===== src/rtl/ser_pkg.sv =====
// Shared types and constants for the serial frame receive path.
package ser_pkg;
  localparam int BYTE_W = 8;
  localparam logic [BYTE_W-1:0] SYNC_WORD_DEFAULT = 8'hF0;

  typedef enum logic [1:0] {
    HUNT,
    DATA,
    CHECK
  } state_t;
endpackage


===== src/rtl/ser_shift_window.sv =====
// 8-bit serial shift window with a bit counter; flags the 8th valid bit of each byte.
module ser_shift_window
  import ser_pkg::*;
(
  input  logic              clk,
  input  logic              reset,
  input  logic              ser_valid,
  input  logic              ser_in,
  input  logic              bit_clr,
  output logic [BYTE_W-1:0] nxt,
  output logic              byte_done
);
  logic [BYTE_W-1:0] win_reg;
  logic [2:0]        bit_cnt_reg;

  // nxt already includes the bit being presented this cycle
  assign nxt       = {win_reg[BYTE_W-2:0], ser_in};
  assign byte_done = ser_valid && !bit_clr && (bit_cnt_reg == 3'd7);

  always_ff @(posedge clk or posedge reset) begin
    if (reset) begin
      win_reg     <= '0;
      bit_cnt_reg <= '0;
    end else if (ser_valid) begin
      win_reg     <= nxt;
      bit_cnt_reg <= bit_clr ? 3'd0 : bit_cnt_reg + 3'd1;
    end
  end
endmodule


===== src/rtl/ser_frame_deserializer.sv =====
// Sync-word framed deserializer: hunts for alignment, emits payload bytes, flywheel lock tracking.
module ser_frame_deserializer
  import ser_pkg::*;
#(
  parameter logic [7:0] SYNC_WORD     = SYNC_WORD_DEFAULT,
  parameter int         PAYLOAD_BYTES = 4,
  parameter int         LOSS_THRESH   = 3
) (
  input  logic       clk,
  input  logic       reset,
  input  logic       ser_in,
  input  logic       ser_valid,
  output logic [7:0] out_byte,
  output logic       out_valid,
  output logic       out_sof,
  output logic       locked,
  output logic       sync_err
);
  localparam int CW = $clog2(PAYLOAD_BYTES + 1);
  localparam logic [CW-1:0] LAST_BYTE = CW'(PAYLOAD_BYTES - 1);
  localparam logic [3:0]    LAST_MISS = 4'(LOSS_THRESH - 1);

  state_t      state_reg, state_next;
  logic [CW-1:0] byte_cnt_reg, byte_cnt_next;
  logic [3:0]  miss_cnt_reg, miss_cnt_next;
  logic [7:0]  out_byte_reg, out_byte_next;
  logic        out_valid_reg, out_valid_next;
  logic        out_sof_reg, out_sof_next;
  logic        sync_err_reg, sync_err_next;
  logic [7:0]  nxt;
  logic        byte_done;

  // While hunting the bit counter is pinned at 0 so DATA starts byte-aligned
  ser_shift_window u_win (
    .clk       (clk),
    .reset     (reset),
    .ser_valid (ser_valid),
    .ser_in    (ser_in),
    .bit_clr   (state_reg == HUNT),
    .nxt       (nxt),
    .byte_done (byte_done)
  );

  always_ff @(posedge clk or posedge reset) begin
    if (reset) begin
      state_reg     <= HUNT;
      byte_cnt_reg  <= '0;
      miss_cnt_reg  <= '0;
      out_byte_reg  <= '0;
      out_valid_reg <= 1'b0;
      out_sof_reg   <= 1'b0;
      sync_err_reg  <= 1'b0;
    end else begin
      state_reg     <= state_next;
      byte_cnt_reg  <= byte_cnt_next;
      miss_cnt_reg  <= miss_cnt_next;
      out_byte_reg  <= out_byte_next;
      out_valid_reg <= out_valid_next;
      out_sof_reg   <= out_sof_next;
      sync_err_reg  <= sync_err_next;
    end
  end

  always_comb begin
    state_next     = state_reg;
    byte_cnt_next  = byte_cnt_reg;
    miss_cnt_next  = miss_cnt_reg;
    out_byte_next  = out_byte_reg;
    out_valid_next = 1'b0;
    out_sof_next   = 1'b0;
    sync_err_next  = 1'b0;
    case (state_reg)
      HUNT: begin
        if (ser_valid && nxt == SYNC_WORD) begin
          state_next    = DATA;
          byte_cnt_next = '0;
          miss_cnt_next = '0;
        end
      end
      DATA: begin
        if (byte_done) begin
          out_byte_next  = nxt;
          out_valid_next = 1'b1;
          out_sof_next   = (byte_cnt_reg == '0);
          if (byte_cnt_reg == LAST_BYTE) begin
            state_next    = CHECK;
            byte_cnt_next = '0;
          end else begin
            byte_cnt_next = byte_cnt_reg + 1'b1;
          end
        end
      end
      CHECK: begin
        if (byte_done) begin
          byte_cnt_next = '0;
          if (nxt == SYNC_WORD) begin
            miss_cnt_next = '0;
            state_next    = DATA;
          end else begin
            sync_err_next = 1'b1;
            // Flywheel: tolerate misses until the threshold, then re-hunt
            if (miss_cnt_reg == LAST_MISS) begin
              miss_cnt_next = '0;
              state_next    = HUNT;
            end else begin
              miss_cnt_next = miss_cnt_reg + 4'd1;
              state_next    = DATA;
            end
          end
        end
      end
      default: state_next = HUNT;
    endcase
  end

  assign out_byte  = out_byte_reg;
  assign out_valid = out_valid_reg;
  assign out_sof   = out_sof_reg;
  assign sync_err  = sync_err_reg;
  assign locked    = (state_reg != HUNT);
endmodule


===== config.mk =====
export PLATFORM = sky130hd
export DESIGN_NAME = ser_frame_deserializer
export DESIGN_NICKNAME = d
export VERILOG_FILES = /design/src/rtl/ser_pkg.sv /design/src/rtl/ser_shift_window.sv /design/src/rtl/ser_frame_deserializer.sv
export SDC_FILE = /design/constraint.sdc
export NUM_CORES = 1
export LEC_CHECK = 0
export ABC_AREA = 1
export BUFFER_PORTS_ARGS = -buffer_cell sky130_fd_sc_hd__clkbuf_2
export CAP_MARGIN = 20
export CORE_MARGIN = 5
export CORE_UTILIZATION = 40
export DETAILED_ROUTE_END_ITERATION = 6
export PLACE_DENSITY = 0.63
export SETUP_SLACK_MARGIN = 0.4
export SYNTH_ARGS = -nofsm -noshare
export SYNTH_HDL_FRONTEND = slang
export SYNTH_HIERARCHICAL = 1
export SYNTH_SLANG_ARGS = --single-unit
export TNS_END_PERCENT = 1

===== constraint.sdc =====
create_clock -name clk -period 2.93 [get_ports clk]
set_clock_uncertainty 0.15 [all_clocks]
set_input_delay 0.293 -clock clk [delete_from_list [all_inputs] [get_ports clk]]
set_output_delay 0.293 -clock clk [all_outputs]
set_load 0.05 [all_outputs]

==> key figures <==
Outcome
  • Status: complete, no violations

Yosys
  • Syn nets: 184
  • Ranking of synthesized cells by area: dfrtp_1 (50%), nand2_1 (17%), ha_1 (5.0%)
  • Gate count of the mapped netlist: 174
  • Post-synth ARST share: 100.0%
  • Cell taking the most area after synthesis: dfrtp_1
  • Synth Register Bits: 30
  • Synth unique cells: 25
  • Syn avg cell area: 8.586 µm²
  • Main synth FF type: dfrtp_1
  • Register area share after synthesis: 50.25%
  • Top cell type's share of synthesized area: 50.25%
  • Post-synth EDFFs: 0
  • Post-Syn Area: 1494 µm²
  • Synthesis warning total: 6

Power and ir drop
  • Pint: 0.0006283 W
  • P_leak: 0.9592 nW
  • PwrDens: 482.7 nW/µm²
  • Overall power: 0.0008208 W
  • Combinational Power Share: 5.3%
  • Switching Share: 23.46%
  • Max VDD drop: 0.0002867 V
  • P_sw: 0.0001925 W
  • Sequential power share: 53.7%
  • Clock power frac: 41.0%

Global route
  • Number of global-route vias before repair: 1150
  • All-layer global routing usage: 13.60%
  • Met3 Usage GRT: 3.977%
  • Initial antenna violation count: 0
  • Met2 usage: 21.01%
  • Pin count of the biggest net entering global routing: 21
  • Met1 Usage GRT: 16.99%
  • Remaining global-route overflow: 0
  • First-pass GRT wire length: 5368 µm
  • GRT busiest layer: met2

Clocking
  • Hold_buf cts: 1
  • Post-CTS setup buffer count: 0
  • Clock sinks: 30
  • Worst-path clk slew: 0.06 ns
  • Worst-Skew Late Latency: 0.28 ns
  • Total CTS buffers: 5
  • Clk buf depth: 2
  • CTS Root Cell: clkbuf_8
  • Resized Gates After CTS: 0
  • TritonCTS clock tree: done
  • CTS H-tree lvls: 2

Setup path
  • WS Path Type: flop to flop
  • R2R depth: 9
  • Reg2reg end: out_byte[3]$_DFFE_PP0P_
  • Reg2reg start: state_reg[0]$_DFFE_PP0P_
  • CP Launch Type: flop
  • Critical path endpoint category: flop
  • Maximum fanout along the worst path: 14
  • Worst path required time: 2.96 ns
  • Critical Path AT: 1.80 ns
  • Worst R2R Setup Slack: 1.15 ns

Drt
  • Drt drc: 0
  • Wire per inst: 11.40 µm
  • Vias per cell: 4.613
  • Vias: 1121
  • Post-Route WL: 2770 µm
  • Starting DRT DRC Count: 93
  • DRT Pass-1 Iters: 4
  • Final antenna-violating net count: 0

Timing
  • Max-slew violations: 0
  • Achievable Freq: 562.6 MHz
  • RSZ-0062 raised after global routing: false
  • Slew headroom: 49.78%
  • Setup violators final: 0
  • Setup TNS Final: 0 ns
  • Min cycle time layout: 1.778 ns
  • Final Hold Viols: 0
  • Final worst setup slack: 1.153 ns
  • Slew @ Worst Pin: 0.7525 ns
  • Hold Slack: 0.08611 ns
  • Fin crit share: 60.67%

Cells and area
  • Largest register FFs: 8
  • # nets final: 204
  • Register Area: 750.7 µm²
  • Layout area overhead: 13.82%
  • Share of cells above drive strength 1: 21.03%
  • Layout fillers: 382
  • Antenna Cells: 0
  • Area of the multi-input gates: 639.4 µm²

Floorplanning
  • Initial Utilization: 41.12%
  • DIE AREA: 5057 µm²
  • # IOs: 16
  • Row Count: 22
  • Area of the core: 3633 µm²
  • Die Ht: 71.12 µm
  • Die width: 71.12 µm

Worst hold path
  • Hold Path End: u_win/win_reg[0]$_DFFE_PP0P_
  • Hold path cells: 3
  • Hold crit path type: input pin to flop
  • Min-Delay Startpoint: ser_in

Placement
  • DP Worst Slack: 1.139 ns
  • # port buffers: 15
  • Routability Congestion: 0.8361
  • Detail Placement HPWL: 2059 µm

Run
  • Number of max-cap violations: 0
cell usage in the layout, fill, tap and decap left out, types with 2 or more instances in the layout:
cell,count
nand2_1,69
dfrtp_1,30
inv_1,15
clkbuf_2,15
nand3_1,14
nor2_1,8
ha_1,6
clkbuf_8,6
nor2_2,5
o21ai_2,4
inv_2,3
a21oi_1,3
nand2_2,2
area by class of cell:
type	instances	area share, %
tap	48	3.532
inverter	19	4.341
clock inverter	1	0.2943
clock buffer	7	5.077
sequential	30	44.15
multi-input combinational	122	37.60
timing repair buffer	16	5.004
per-layer routing:
layer,vias to the layer above,share of wire [%],routed length [µm]
li1,580,-,-
met1,521,47,1305
met2,14,46,1284
met3,6,3.4,95
met4,0,3.0,84
met5,-,0,0
worst max-delay path by stage:
stage                                          to  depth (start not counted)                startpoint
final                     out_byte[3]$_DFFE_PP0P_                          9  state_reg[0]$_DFFE_PP0P_
after global routing      out_byte[3]$_DFFE_PP0P_                          9  state_reg[0]$_DFFE_PP0P_
after CTS                 out_byte[1]$_DFFE_PP0P_                          9  state_reg[0]$_DFFE_PP0P_
after detailed placement  out_byte[3]$_DFFE_PP0P_                          9  state_reg[0]$_DFFE_PP0P_
after global placement    out_byte[1]$_DFFE_PP0P_                          9  state_reg[0]$_DFFE_PP0P_
after floorplan           out_byte[4]$_DFFE_PP0P_                         10  state_reg[0]$_DFFE_PP0P_
worst max-delay path, cell delays in order (launching register included):
cell and delay, ns:
dfrtp_1 0.48, nor2_2 0.10, inv_1 0.12, nand2_2 0.06, nor2_2 0.20, inv_1 0.17, nor2_8 0.17, inv_4 0.10
nand2_1 0.08, o21ai_2 0.05
synth_stat cells, drive strengths merged (2+ instances only):
library cell and number:
nand2 72, dfrtp 30, inv 19, nand3 14, nor2 14, ha 6, o21ai 6, a21oi 3
buf 3, nand4 2
power by group through the flow:
stage / registers [W] / clock network [W] / logic [W]
detailed placement: 0.000448 / 0 / 0.0000436
finish: 0.000441 / 0.000337 / 0.0000434
floorplan: 0.000444 / 0 / 0.0000345
CTS: 0.000441 / 0.000345 / 0.0000448
global route: 0.000443 / 0.000369 / 0.0000516
global placement: 0.000448 / 0 / 0.0000429
kinds of logic (layout without fill, tap and decap cells):
| kind of cell | after synthesis | in the layout | synth area share [%] |
|---|---|---|---|
| and+or+nand+nor | 103 | 103 | 31.24 |
| DFF | 30 | 30 | 50.25 |
| buffers and inverters | 22 | 43 | 6.951 |
| AOI/OAI and AO/OA | 11 | 11 | 5.359 |
| adders and majority gates | 6 | 6 | 5.025 |
| xor gates and xnor gates | 2 | 2 | 1.173 |
per-stage QoR:
stage / util [%] / cell area, µm² / cells
floorplan: - / 1494 / 174
global placement: 44.01 / 1599 / 234
detailed placement: 44.01 / 1599 / 234
CTS: 46.80 / 1700 / 243
global route: 46.80 / 1700 / 243
finish: 46.80 / 1700 / 243
No activity file was read; power rests on OpenSTA's default activity.
